[src/rtl/uart_pkg.sv]
// Shared UART definitions: receiver state encoding and datapath widths.
package uart_pkg;

  typedef enum logic [2:0] {
    IDLE  = 3'd0,
    START = 3'd1,
    DATA  = 3'd2,
    STOP  = 3'd3,
    BREAK = 3'd4
  } rx_state_t;

  localparam int UART_DATA_BITS = 8;
  localparam int UART_SUM_W     = 32;

endpackage

[src/rtl/uart_rx_if.sv]
// Serial line plus received-byte results; master drives the line, slave is the receiver.
interface uart_rx_if;
  import uart_pkg::*;

  logic                      ser_rx;
  logic                      out_valid;
  logic [UART_DATA_BITS-1:0] out_data;
  logic [UART_SUM_W-1:0]     out_sum;
  logic                      frame_err;

  modport master (
    output ser_rx,
    input  out_valid,
    input  out_data,
    input  out_sum,
    input  frame_err
  );

  modport slave (
    input  ser_rx,
    output out_valid,
    output out_data,
    output out_sum,
    output frame_err
  );

endinterface

[src/rtl/uart_rx_sync_2ff.sv]
// Two-flop synchroniser for an asynchronous input; resets to the idle-high level.
module sync_2ff (
  input  logic clk,
  input  logic rst_n,
  input  logic d_i,
  output logic q_o
);

  logic [1:0] sync_q;

  // Shift the pin through two flops before anything downstream uses it
  always_ff @(posedge clk or negedge rst_n) begin
    if (!rst_n) begin
      sync_q <= 2'b11;
    end else begin
      sync_q <= {sync_q[0], d_i};
    end
  end

  assign q_o = sync_q[1];

endmodule

[src/rtl/uart_rx.sv]
// 8N1 UART receiver: mid-bit sampling with a fixed divisor, byte pulse, running sum and framing error.
module uart_rx
  import uart_pkg::*;
#(
  parameter int clocks_per_bit = 3
) (
  input  logic     clk,
  input  logic     rst_n,
  uart_rx_if.slave rx_if
);

  localparam int CNT_W = $clog2(clocks_per_bit);
  // START is entered one edge after E, so loading H-1 puts the start check at E+H
  localparam logic [CNT_W-1:0] CNT_HALF = CNT_W'((clocks_per_bit / 2) - 1);
  localparam logic [CNT_W-1:0] CNT_BIT  = CNT_W'(clocks_per_bit - 1);
  localparam logic [CNT_W-1:0] CNT_ONE  = CNT_W'(1);
  localparam logic [CNT_W-1:0] CNT_ZERO = CNT_W'(0);

  rx_state_t                 state_q, state_d;
  logic [CNT_W-1:0]          cnt_q, cnt_d;
  logic [2:0]                idx_q, idx_d;
  logic [UART_DATA_BITS-1:0] shift_q, shift_d;
  logic                      out_valid_q, out_valid_d;
  logic [UART_DATA_BITS-1:0] out_data_q, out_data_d;
  logic [UART_SUM_W-1:0]     out_sum_q, out_sum_d;
  logic                      frame_err_q, frame_err_d;
  logic                      rx_s;
  logic                      tick_done_s;

  sync_2ff u_sync (
    .clk   (clk),
    .rst_n (rst_n),
    .d_i   (rx_if.ser_rx),
    .q_o   (rx_s)
  );

  assign tick_done_s = (cnt_q == CNT_ZERO);

  // State, counters, assembly register and registered outputs
  always_ff @(posedge clk or negedge rst_n) begin
    if (!rst_n) begin
      state_q     <= IDLE;
      cnt_q       <= CNT_ZERO;
      idx_q       <= 3'd0;
      shift_q     <= 8'h00;
      out_valid_q <= 1'b0;
      out_data_q  <= 8'h00;
      out_sum_q   <= 32'd0;
      frame_err_q <= 1'b0;
    end else begin
      state_q     <= state_d;
      cnt_q       <= cnt_d;
      idx_q       <= idx_d;
      shift_q     <= shift_d;
      out_valid_q <= out_valid_d;
      out_data_q  <= out_data_d;
      out_sum_q   <= out_sum_d;
      frame_err_q <= frame_err_d;
    end
  end

  // Frame sequencing
  always_comb begin
    state_d = state_q;
    case (state_q)
      IDLE: begin
        if (!rx_s) state_d = START;
        else       state_d = IDLE;
      end
      START: begin
        if (tick_done_s) state_d = rx_s ? IDLE : DATA;
        else             state_d = START;
      end
      DATA: begin
        if (tick_done_s && (idx_q == 3'd7)) state_d = STOP;
        else                                state_d = DATA;
      end
      STOP: begin
        if (tick_done_s) state_d = rx_s ? IDLE : BREAK;
        else             state_d = STOP;
      end
      BREAK: begin
        if (rx_s) state_d = IDLE;
        else      state_d = BREAK;
      end
      default: state_d = IDLE;
    endcase
  end

  // Tick counter, bit assembly and result updates
  always_comb begin
    cnt_d       = cnt_q;
    idx_d       = idx_q;
    shift_d     = shift_q;
    out_valid_d = 1'b0;
    out_data_d  = out_data_q;
    out_sum_d   = out_sum_q;
    frame_err_d = 1'b0;
    case (state_q)
      IDLE: begin
        if (!rx_s) cnt_d = CNT_HALF;
        else       cnt_d = cnt_q;
      end
      START: begin
        if (tick_done_s) begin
          cnt_d = CNT_BIT;
          idx_d = 3'd0;
        end else begin
          cnt_d = cnt_q - CNT_ONE;
        end
      end
      DATA: begin
        if (tick_done_s) begin
          shift_d[idx_q] = rx_s;
          cnt_d          = CNT_BIT;
          idx_d          = idx_q + 3'd1;
        end else begin
          cnt_d = cnt_q - CNT_ONE;
        end
      end
      STOP: begin
        if (tick_done_s) begin
          if (rx_s) begin
            out_valid_d = 1'b1;
            out_data_d  = shift_q;
            out_sum_d   = out_sum_q + UART_SUM_W'(shift_q);
          end else begin
            frame_err_d = 1'b1;
          end
        end else begin
          cnt_d = cnt_q - CNT_ONE;
        end
      end
      BREAK: begin
        cnt_d = cnt_q;
      end
      default: begin
        cnt_d = CNT_ZERO;
        idx_d = 3'd0;
      end
    endcase
  end

  assign rx_if.out_valid = out_valid_q;
  assign rx_if.out_data  = out_data_q;
  assign rx_if.out_sum   = out_sum_q;
  assign rx_if.frame_err = frame_err_q;

endmodule
[src/flat_wrapper.sv]
// flat-port wrapper written by rule: the top's interface ports become plain ports
module uart_rx_flat import uart_pkg::*;
#(
  parameter int clocks_per_bit = 3
)
  (clk, rst_n, rx_if_ser_rx, rx_if_out_valid, rx_if_out_data, rx_if_out_sum, rx_if_frame_err);
  uart_rx_if rx_if_i ();
  input  logic clk;
  input  logic rst_n;
  input wire logic [$bits(rx_if_i.ser_rx)-1:0] rx_if_ser_rx;
  output wire logic [$bits(rx_if_i.out_valid)-1:0] rx_if_out_valid;
  output wire logic [$bits(rx_if_i.out_data)-1:0] rx_if_out_data;
  output wire logic [$bits(rx_if_i.out_sum)-1:0] rx_if_out_sum;
  output wire logic [$bits(rx_if_i.frame_err)-1:0] rx_if_frame_err;
  assign rx_if_i.ser_rx = rx_if_ser_rx;
  assign rx_if_out_valid = rx_if_i.out_valid;
  assign rx_if_out_data = rx_if_i.out_data;
  assign rx_if_out_sum = rx_if_i.out_sum;
  assign rx_if_frame_err = rx_if_i.frame_err;
  uart_rx #(.clocks_per_bit(clocks_per_bit)) u_core (.clk(clk), .rst_n(rst_n), .rx_if(rx_if_i));
endmodule
[config.mk]
export PLATFORM = sky130hd
export DESIGN_NAME = uart_rx_flat
export DESIGN_NICKNAME = d
export VERILOG_FILES = /design/src/rtl/uart_pkg.sv /design/src/rtl/uart_rx_if.sv /design/src/rtl/uart_rx_sync_2ff.sv /design/src/rtl/uart_rx.sv /design/src/flat_wrapper.sv
export SDC_FILE = /design/constraint.sdc
export NUM_CORES = 1
export LEC_CHECK = 0
export ABC_AREA = 0
export CORE_MARGIN = 10
export CORE_UTILIZATION = 54
export DETAILED_ROUTE_END_ITERATION = 10
export PLACE_DENSITY_LB_ADDON = 0.1
export SYNTH_ARGS = -nofsm -noshare
export SYNTH_HDL_FRONTEND = slang
export SYNTH_HIERARCHICAL = 1
export SYNTH_SLANG_ARGS = --single-unit
[constraint.sdc]
create_clock -name clk -period 2.8 [get_ports clk]
set_input_delay 0.56 -clock clk [delete_from_list [all_inputs] [get_ports clk]]
set_output_delay 0.56 -clock clk [all_outputs]
set_load 0.005 [all_outputs]
Word-level counts from Yosys, hierarchy flattened
Cells that the tools add are included.
{"block": "word_totals", "ff_bits": 60, "in_bits": 3, "output_inout_bits": 42, "wordCells": 58}
{"block": "classes", "addsub": 3, "order_cmp": 2, "eq_ne": 9, "mux": 23, "bitwise": 2, "reduce_logical": 10}
{"cell": "adder 32 x 8 -> 32 bit", "count": 1}
{"cell": "two-way mux 3 bit", "count": 5}
{"cell": "case mux 3 bit (5 select lines)", "count": 1}
{"cell": "two-way mux 1 bit", "count": 9}
{"cell": "case mux 3 bit (3 select lines)", "count": 1}
{"cell": "AND reduction 3 bit", "count": 3}
{"cell": "bitwise mux 8 bit", "count": 1}
{"cell": "two-way mux 2 bit", "count": 4}
{"cell": "case mux 2 bit (4 select lines)", "count": 1}
{"cell": "equality test 3 x 2 -> 1 bit (second input constant)", "count": 2}
{"cell": "equality test 3 bit (second input constant)", "count": 2}
{"cell": "< comparator 3 x 4 -> 1 bit (second input constant)", "count": 1}
{"cell": "inequality test 2 x 1 -> 1 bit (second input constant)", "count": 2}
{"cell": "inequality test 2 bit (second input constant)", "count": 2}
{"cell": "adder 3 x 1 -> 3 bit (second input constant)", "count": 1}
{"cell": "demux 1 bit (select 3 bit)", "count": 1}
{"cell": "equality test 3 x 1 -> 1 bit (second input constant)", "count": 1}
{"cell": "greater-or-equal comparator 3 x 1 -> 1 bit (second input constant)", "count": 1}
{"cell": "zero test 3 bit", "count": 1}
{"cell": "OR reduction 3 bit", "count": 1}
{"cell": "logical AND 1 bit", "count": 2}
{"cell": "zero test 2 bit", "count": 1}
{"cell": "NOT 1 bit", "count": 2}
{"cell": "AND reduction 2 bit", "count": 1}
{"cell": "other kinds (2)", "count": 2}

Longest topological paths before layout
Gate-level depths: netlist (run 1).
{"block": "depth", "word_depth": 5, "mapped_depth": 10, "ltp_nobuf": 8}

Hierarchy
Netlist (run 1), hierarchy kept.
{"mod": "uart_rx", "n_inst": 1, "cells_each": 295, "area_each_um2": 2976.6, "seq_area_each_um2": 1451.4}
{"mod": "sync_2ff", "n_inst": 1, "cells_each": 2, "area_each_um2": 52.6, "seq_area_each_um2": 52.6}

Least setup slack after synthesis (run 1)
Ideal clock, no wire load.
{"block": "synth_path", "path_type": "reg2reg", "start": "register u_core.out_sum_q[0], in the netlist u_core/rx_if.out_sum[0]", "end": "register u_core.out_sum_q[28], in the netlist u_core/rx_if.out_sum[28]", "setup_time_ps": 80, "arrival_ps": 2012, "path_slack_ps": 708, "stages_incl_launch_ff": 9, "n_path_buf": 1, "path_cell_list": "dfrtp_1 ha_1 fa_1 a211oi_1 o21ai_0 o211a_1 buf_4 nand4_1 xnor2_1"}
{"block": "synth_between", "elab_chain_cells": 1}
{"element": "start, declared", "line_no": "uart_rx.sv:25", "rtl": "logic [UART_SUM_W-1:0] out_sum_q, out_sum_d;"}
{"element": "start signal, assigned", "line_no": "uart_rx.sv:57", "rtl": "out_sum_q <= out_sum_d;"}
{"element": "adder 32 x 8 -> 32 bit", "line_no": "uart_rx.sv:126", "rtl": "out_sum_d = out_sum_q + UART_SUM_W'(shift_q);"}
No other way between the ends.
A chain may end at the register's enable or synchronous reset.

Final worst setup path (run 1)
{"block": "layout_path", "start": "register u_core.out_sum_q[0], in the netlist u_core/rx_if.out_sum[0]", "end": "register u_core.out_sum_q[26], in the netlist u_core/rx_if.out_sum[26]"}
The elaborated chain is that of the path after synthesis.

==> results.txt, run 1 <==
Status -> finished clean
Final core utilization -> 0.679
WP data required -> 3.05 ns
Library cells used by synthesis -> 46
Total design power -> 2.67 mW
Async S/R FF share, synth -> 1.00
Ant. Diodes -> 0
Syn Nets -> 313
Die width -> 94.9 um
Syn avg cell area -> 10.2 sq um
Drt first pass iters -> 4
H-Tree Depth -> 3
Most frequent cells in the layout -> 58 x dfrtp_1, 56 x nand2_1, 43 x clkdlybuf4s50_1
Number of I/O pins -> 45
Synthesis-to-layout area growth -> 22.7%
Post-Route WL -> 6550 um
RSZ-0062 raised after global routing -> false
Final setup fails -> 0
Non-Filler Instances -> 418
P_leak -> 1.79 nW
Clock Skew -> 0.0116 ns
Register-to-Register Setup Slack -> 0.50 ns
Hold crit path type -> primary input to asynchronous set/reset pin
Mapped Area -> 0.00303 sq mm
Final Max Slew Viols -> 0
Setup crit start -> u_core/rx_if.out_sum[0]$_DFFE_PN0P_
Pin count of the biggest net entering global routing -> 32
CP Launch Type -> flip-flop
Seq. cell area -> 0.00150 sq mm
Post-synthesis cell count -> 297
YS warnings -> 6
Worst Reg2Reg Path Length in Cells -> 7
Max Root-Sink Buffers -> 2
Max_cap viols -> 0
Dominant synthesized flop cell -> dfrtp_1
Fmax -> 435 MHz
Power Density -> 718 mW/mm^2
DR WL/cell -> 15.7 um
Most common cell after layout, fill and taps aside -> dfrtp_1
Number of flops mapped to enable cells by yosys -> 0
FILL cells -> 465
Number of instances in the placed design -> 403
GRT overflow -> 0
Placement Cell Area -> 0.00353 sq mm
Routed Antenna Nets -> 0
TNS Setup -> 0 ns
Slew margin rel. -> 0.538
Met3 Routed Length -> 503 um
Sequential area share after synthesis -> 0.496
CTS Buf Count -> 9
Routed met2 length -> 3050 um
Core box area -> 0.00547 sq mm
Vias -> 2259
Worst-margin pin slew -> 0.692 ns
Gr usage total -> 0.158
Design area -> 0.00372 sq mm
Post-CTS resize count -> 0
DP HPWL -> 4630 um
Iter 0 DRT Violations -> 109
First-pass GRT wire length -> 11200 um
Setup CP Type -> flip-flop to flip-flop
Crit path max fanout -> 11
Clock Pin Slew Worst Setup and Hold Paths -> 0.07 ns
TritonCTS clock tree -> done
Clock sink count -> 60
Met1 wire length -> 2890 um
Final worst path period need -> 2.30 ns
Worst vdd ir -> 0.344 mV
Critical path endpoint category -> flip-flop
Final worst path period share -> 0.821
Layout cells sized above 1 -> 0.121
Multi-input gate area -> 0.00144 sq mm
Hold Violations, Final -> 0
Reg-to-Reg Start -> u_core/rx_if.out_sum[0]$_DFFE_PN0P_
Place WS -> 0.519 ns
Uppermost routed layer -> met4
Starting Density -> 0.553
Initial antenna violation count -> 0
Min setup slack post-route -> 0.500 ns
#FFs+latches synth -> 60
WP data arrival -> 2.55 ns
Port-buffer cells -> 44
Rows -> 27
Die H -> 94.9 um
Clock Tree Root -> clkbuf_8
GPL Wtd Cong -> 0.848
WHS -> 0.266 ns
NumNets Final -> 358
Cts hold-fix bufs -> 0
Residual DRC count -> 0
Critical R2R Capture -> u_core/rx_if.out_sum[26]$_DFFE_PN0P_
Vias per cell -> 5.40
Clk_lat worst skew -> 0.34 ns
Vias in the first global route -> 2260
Total die area -> 0.00901 sq mm
Postcts setup bufs -> 0
## power by group
part / switching, mW / internal, mW
Combinational: 0.340 / 0.370
Sequential: 0.187 / 1.01
Clock: 0.334 / 0.425
Total: 0.860 / 1.81
## layer usage
layer,vias to the layer above,GRT usage
met5,-,0
met4,0,0.0748
met3,11,0.0523
met2,58,0.237
met1,1076,0.202
li1,1114,-
## layout make-up
cell class	count	share of cell area
clock inverter	5	0.0141
sequential	60	0.405
multi-input combinational	219	0.388
timing repair buffer	47	0.127
clock buffer	10	0.0370
inverter	5	0.00505
tap	72	0.0242
## worst max-delay path by stage
stage | endpoint | slack [ns] | cells past startpoint
after global placement | u_core/rx_if.out_sum[18]$_DFFE_PN0P_ | 0.59 | 7
after global routing | u_core/rx_if.out_sum[18]$_DFFE_PN0P_ | 0.30 | 7
final | u_core/rx_if.out_sum[26]$_DFFE_PN0P_ | 0.50 | 7
after CTS | u_core/rx_if.out_sum[26]$_DFFE_PN0P_ | 0.49 | 7
after floorplan | u_core/rx_if.out_sum[28]$_DFFE_PN0P_ | 0.71 | 8
after detailed placement | u_core/rx_if.out_sum[26]$_DFFE_PN0P_ | 0.52 | 7
## Yosys cell counts, types with 2 or more instances
library cell	n	area, sq um
nor3_1	7	35.0
clkbuf_1	8	30.0
nor3b_1	4	30.0
nand3b_1	3	22.5
xor2_1	17	149
nand4_1	11	68.8
a21o_1	2	15.0
inv_1	5	18.8
dfrtp_1	58	1450
nor2b_1	3	18.8
ha_1	12	150
nor4_2	2	25.0
nand3_1	11	55.1
mux2_2	10	113
nor2_1	13	48.8
and3_2	2	15.0
and3_1	3	18.8
a21oi_1	11	55.1
xnor2_1	13	114
dfstp_2	2	52.6
nor4_1	2	12.5
buf_2	3	15.0
nand2_1	56	210
a211oi_1	3	22.5
o21ai_0	13	65.1
and2_1	3	18.8
## critical path: stages, from the launching register on
cell and delay [ns]:
dfrtp_1 0.40, ha_1 0.25, fa_1 0.43, a211oi_1 0.24
o21ai_0 0.19, o211a_1 0.40, nand4_1 0.18, xnor2_1 0.13
## state kept, by name (all words and copies together), names as in the netlist
| signal | count |
|---|---|
| u_core/cnt_q | 2 |
| u_core/idx_q | 3 |
| u_core/rx_if.frame_err | 1 |
| u_core/rx_if.out_data | 8 |
| u_core/rx_if.out_sum | 32 |
| u_core/rx_if.out_valid | 1 |
| u_core/shift_q | 8 |
| u_core/state_q | 3 |
| u_core/u_sync/sync_q | 2 |
## cells by family (layout without fill, tap and decap cells)
| kind of cell | count (synthesis) | after routing | synth area share |
|---|---|---|---|
| XOR/XNOR | 30 | 30 | 0.0867 |
| multiplexers | 11 | 11 | 0.0405 |
| flip-flops | 60 | 60 | 0.496 |
| adder cells (fa/ha/maj) | 13 | 13 | 0.0562 |
| AO/OA/AOI/OAI | 37 | 37 | 0.0785 |
| AND/OR/NAND/NOR | 128 | 128 | 0.214 |
| buffers and inverters | 18 | 67 | 0.0273 |
Power figures use the tool's default switching activity.
==> run 2: changes to the inputs <==
==> constraint.sdc (replaced) <==
create_clock -name clk -period 2.15 [get_ports clk]
set_input_delay 0.43 -clock clk [delete_from_list [all_inputs] [get_ports clk]]
set_output_delay 0.43 -clock clk [all_outputs]
set_load 0.005 [all_outputs]
==> run 2 against run 1 <==
Sequential power rose by 26%. Via count increased by 4.9%. Worst hold slack worse by 0.20 ns. Count of clock-buffer cells in the layout did not move. Clock power grew 34%. Clock skew fell by 0.0019 ns. Global-route usage increased by 0.40 points. Cell area increased by 4.8%. Total power up 38%.
==> results.txt, run 2 (same netlist as run 1, synthesis figures left out) <==
Status -> finished clean
Residual DRC count -> 0
Max Root-Sink Buffers -> 2
Worst Reg2Reg Path Length in Cells -> 7
CP delay by family, top -> compound AO/OA/AOI/OAI gates
Slew margin rel. -> 0.639
Slowest stage cell, crit path -> dfrtp_1
WP data arrival -> 2.33 ns
Die H -> 94.9 um
P_leak -> 1.88 nW
Final Max Slew Viols -> 0
Total die area -> 0.00901 sq mm
Drt first pass iters -> 4
Slowest Stage Delay on Critical Path -> 0.39 ns
Clock Skew -> 0.00969 ns
Ant. Diodes -> 0
Reg-to-Reg Start -> u_core/rx_if.out_sum[0]$_DFFE_PN0P_
Critical path endpoint category -> flip-flop
Rows -> 27
TNS Setup -> 0 ns
FILL cells -> 432
Core box area -> 0.00547 sq mm
Critical R2R Capture -> u_core/rx_if.out_sum[14]$_DFFE_PN0P_
NumNets Final -> 375
Sw Share -> 0.329
First-pass GRT wire length -> 11400 um
Int Power -> 2.48 mW
Iter 0 DRT Violations -> 88
Final worst path period share -> 0.967
Register-to-Register Setup Slack -> 0.07 ns
Clock sink count -> 60
WP data required -> 2.40 ns
Pin count of the biggest net entering global routing -> 39
CP Launch Type -> flip-flop
Seq. cell area -> 0.00150 sq mm
RSZ-0062 raised after global routing -> true
Final core utilization -> 0.711
Setup CP Type -> flip-flop to flip-flop
GPL Wtd Cong -> 0.868
Initial antenna violation count -> 0
Cells along the critical path -> ha_1, fa_2, a211oi_2, o21ai_1, o211a_2, nand3_1, xnor2_1
Gr usage total -> 0.162
Crit path max fanout -> 6
Routed Antenna Nets -> 0
Fmax -> 481 MHz
Starting Density -> 0.553
Clk_lat worst skew -> 0.34 ns
Cts hold-fix bufs -> 0
Placement Cell Area -> 0.00365 sq mm
Sw Pwr -> 1.21 mW
Hold Violations, Final -> 0
GRT overflow -> 0
Layout cells sized above 1 -> 0.179
Vias -> 2369
H-Tree Depth -> 3
Synthesis-to-layout area growth -> 28.5%
Worst-margin pin slew -> 0.541 ns
Critical path buffers and inverters -> 0
Vias in the first global route -> 2305
DR WL/cell -> 15.9 um
Hold crit path type -> primary input to asynchronous set/reset pin
Power Density -> 948 mW/mm^2
Clock Pin Slew Worst Setup and Hold Paths -> 0.07 ns
Logic gate share of total power -> 0.313
CTS Buf Count -> 9
Port-buffer cells -> 44
Final setup fails -> 0
Largest register FFs -> 32
Most common cell after layout, fill and taps aside -> dfrtp_1
Clock Tree Root -> clkbuf_8
WHS -> 0.0679 ns
Vias per cell -> 5.43
Worst vdd ir -> 0.553 mV
Part of the power in registers -> 0.410
Post-Route WL -> 6950 um
Multi-input gate area -> 0.00148 sq mm
Non-Filler Instances -> 436
TritonCTS clock tree -> done
Final worst path period need -> 2.08 ns
Die width -> 94.9 um
Number of I/O pins -> 45
Most frequent cells in the layout -> 58 x dfrtp_1, 56 x nand2_1, 43 x clkdlybuf4s50_1
Design area -> 0.00389 sq mm
DP HPWL -> 4760 um
Clock power frac -> 0.277
Number of instances in the placed design -> 418
Max_cap viols -> 0
run 2: cell count changes in the layout (fill, tap and decap cells not counted), sizes merged:
cell / before / now
o211a: 1 / 2
clkinvlp: 1 / 2
buf: 4 / 20
run 2: cell type report:
type | count | share of cell area
Timing Repair Buffer | 63 | 0.155
Inverter | 5 | 0.00482
Clock buffer | 10 | 0.0353
Sequential cell | 60 | 0.386
Clock inverter | 6 | 0.0164
Multi-Input combinational cell | 220 | 0.379
Tap cell | 72 | 0.0231
run 2: repair_timing:
action                     4_1_cts  5_1_grt
buffers inserted                 0        1
setup endpoints to repair       11       16
gates cloned                     1        0
gates resized for setup          3        4
pin swaps                        1        2
run 2: power groups by stage:
stage          registers (mW)  clock network (mW)  logic [mW]
2_1_floorplan            1.47                   0       0.709
5_1_grt                  1.54                1.10        1.28
3_3_place_gp             1.52                   0        1.09
3_5_place_dp             1.54                   0        1.13
4_1_cts                  1.51                1.05        1.15
6_report                 1.51                1.02        1.15
run 2: routing by layer:
layer,track usage,wire length [um],vias up
met5,0,0,-
met4,0.0810,158,0
met3,0.0531,482,15
met2,0.245,3200,58
met1,0.204,3100,1140
li1,-,-,1156
run 2: worst max path at each step:
stage | startpoint | to | slack, ns | cells after the start
6_report | u_core/rx_if.out_sum[0]$_DFFE_PN0P_ | u_core/rx_if.out_sum[14]$_DFFE_PN0P_ | 0.07 | 7
2_1_floorplan | u_core/rx_if.out_sum[0]$_DFFE_PN0P_ | u_core/rx_if.out_sum[28]$_DFFE_PN0P_ | 0.06 | 8
3_5_place_dp | u_core/rx_if.out_sum[0]$_DFFE_PN0P_ | u_core/rx_if.out_sum[18]$_DFFE_PN0P_ | -0.02 | 7
3_3_place_gp | u_core/rx_if.out_sum[0]$_DFFE_PN0P_ | u_core/rx_if.out_sum[18]$_DFFE_PN0P_ | 0.04 | 7
4_1_cts | u_core/rx_if.out_sum[0]$_DFFE_PN0P_ | u_core/rx_if.out_sum[18]$_DFFE_PN0P_ | 0.02 | 7
5_1_grt | u_core/rx_if.out_sum[0]$_DFFE_PN0P_ | u_core/rx_if.out_sum[14]$_DFFE_PN0P_ | 0.0006 | 7
run 2: per-stage QoR:
step                      power (mW)  worst slack, ns
after global placement          2.61           0.0393
after floorplan                 2.18           0.0579
after detailed placement        2.66          -0.0203
after CTS                       3.71           0.0225
after global routing            3.93         0.000648
final                           3.69           0.0712
==> patch: new RTL, settings of run 1 <==
Change the package constant `UART_SUM_W` from 32 to 16.
--- a/src/rtl/uart_pkg.sv
+++ b/src/rtl/uart_pkg.sv
@@ -12,3 +12,3 @@
   localparam int UART_DATA_BITS = 8;
-  localparam int UART_SUM_W     = 32;
+  localparam int UART_SUM_W     = 16;
 
Ports: changed (resized rx_if_out_sum); port bits go from 45 to 29. The function was not compared with the original's and may differ.
==> patch against run 1 <==
  * Final area decreased by 26%
  * Critical endpoint is now u_core/rx_if.out_sum[6]
  * Wire length is 26% lower
  * Sequential share of layout area fell by 0.47 points
  * Sequential cell count fell by 16
  * Cell count fell by 25%
  * Highest routed layer unchanged
  * Global-route usage is 2.2 points lower
  * Clock skew about the same
  * Power fell by 16%
  * Combinational power grew 12%
  * Area after synthesis shrank 23%
  * Core utilization decreased by 0.39 points
  * Worst setup slack improved by 0.16 ns
==> patch: results (changes against run 1) <==
The combined area of all synthesized cells came out at 2342 um^2 (was 3029 um^2). The fraction of final layout cells with drive strength greater than 1 came out at 10.69% (was 12.14%). The multi-input gate count is 174 (was 219).

The relative slew slack came out at 36.61% (was 53.85%). The number of non-clock buffers in the layout came out at 30 (was 47). The number of fill cells came to 350 (was 465). Status: complete, no violations (unchanged). The post-synthesis compound-gate area fraction was 12.61% (was 7.848%). The switching fraction of total power is 35.90% (was 32.23%). The clock sink count came to 44 (was 60). The data arrival time at the worst-slack endpoint came out at 2.38 ns (was 2.55 ns). The half-perimeter wire length after placement came to 3394 um (was 4633 um). The final worst hold slack is 0.3569 ns (was 0.2660 ns). The capture point of the worst path is u_core/rx_if.out_sum[6] (was u_core/rx_if.out_sum[26]). Main area contributors after synthesis: sky130_fd_sc_hd__dfrtp_1, sky130_fd_sc_hd__nand2_1, sky130_fd_sc_hd__ha_1, sky130_fd_sc_hd__xnor2_1, sky130_fd_sc_hd__mux2_2 (was sky130_fd_sc_hd__dfrtp_1, sky130_fd_sc_hd__nand2_1, sky130_fd_sc_hd__ha_1, sky130_fd_sc_hd__xor2_1, sky130_fd_sc_hd__xnor2_1).

The sequential fraction of the synthesis area is 47.12% (was 49.65%). The aggregate routed wire length was 4823 um (was 6553 um). The number of clock buffers in the layout is 5 (was 10). The placer congestion estimate was 0.8931 (was 0.8478). The DRC violation total after the first TritonRoute iteration came to 91 (was 109). The proportion of power drawn by combinational gates is 35.3% (was 26.6%).

The maximum number of pins on one net before global-route repair is 45 (was 32). The count of nets after finishing came out at 277 (was 358). The clock insertion delay at the later pin of the skew report came to 0.30 ns (was 0.34 ns). Commonest cells in the synthesized netlist: sky130_fd_sc_hd__nand2_1, sky130_fd_sc_hd__dfrtp_1, sky130_fd_sc_hd__o21ai_0 (was sky130_fd_sc_hd__dfrtp_1, sky130_fd_sc_hd__nand2_1, sky130_fd_sc_hd__xor2_1).

The count of input and output buffers is 28 (was 44). The met3 routing resource usage after global routing came to 4.825% (was 5.234%). The clock group share of total power was 22.2% (was 28.4%). The level count of the clock H-tree came to 2 (was 3). The met1 layer wirelength in the final routing is 2262 um (was 2892 um). The share of cell area taken by multi-input logic gates came out at 42.22% (was 38.82%).

The clock tree cell share of total cell area was 4.172% (was 5.118%). The first-pass GRT wire length is 8376 um (was 11,160 um). The depth of the worst register-to-register path came out at 6 (was 7).

The clock edge transition at the registers on the reported setup and hold paths is 0.09 ns (was 0.07 ns). The non-clock buffer area fraction after layout came to 10.52% (was 12.66%).
patch: cell count changes after synthesis, moves of 4 or more:
cell,delta
sky130_fd_sc_hd__nand3_1,-8
sky130_fd_sc_hd__nand2_1,-8
sky130_fd_sc_hd__nor3b_1,-4
sky130_fd_sc_hd__nand4_1,-6
sky130_fd_sc_hd__xor2_1,-15
sky130_fd_sc_hd__dfrtp_1,-16
patch: through the flow:
stage / worst slack, ns / std cells
after global placement: 0.7230 / 304
after floorplan: 0.9097 / 236
after global routing: 0.4507 / 312
after CTS: 0.6438 / 312
after detailed placement: 0.6577 / 304
final: 0.6570 / 312
patch: critical path, stage by stage (launching register included):
cell	delay, ns
sky130_fd_sc_hd__dfrtp_1	0.40
sky130_fd_sc_hd__inv_1	0.09
sky130_fd_sc_hd__ha_1	0.34
sky130_fd_sc_hd__and4b_2	0.35
sky130_fd_sc_hd__nand2_2	0.26
sky130_fd_sc_hd__or4b_1	0.55
sky130_fd_sc_hd__nand4_1	0.10
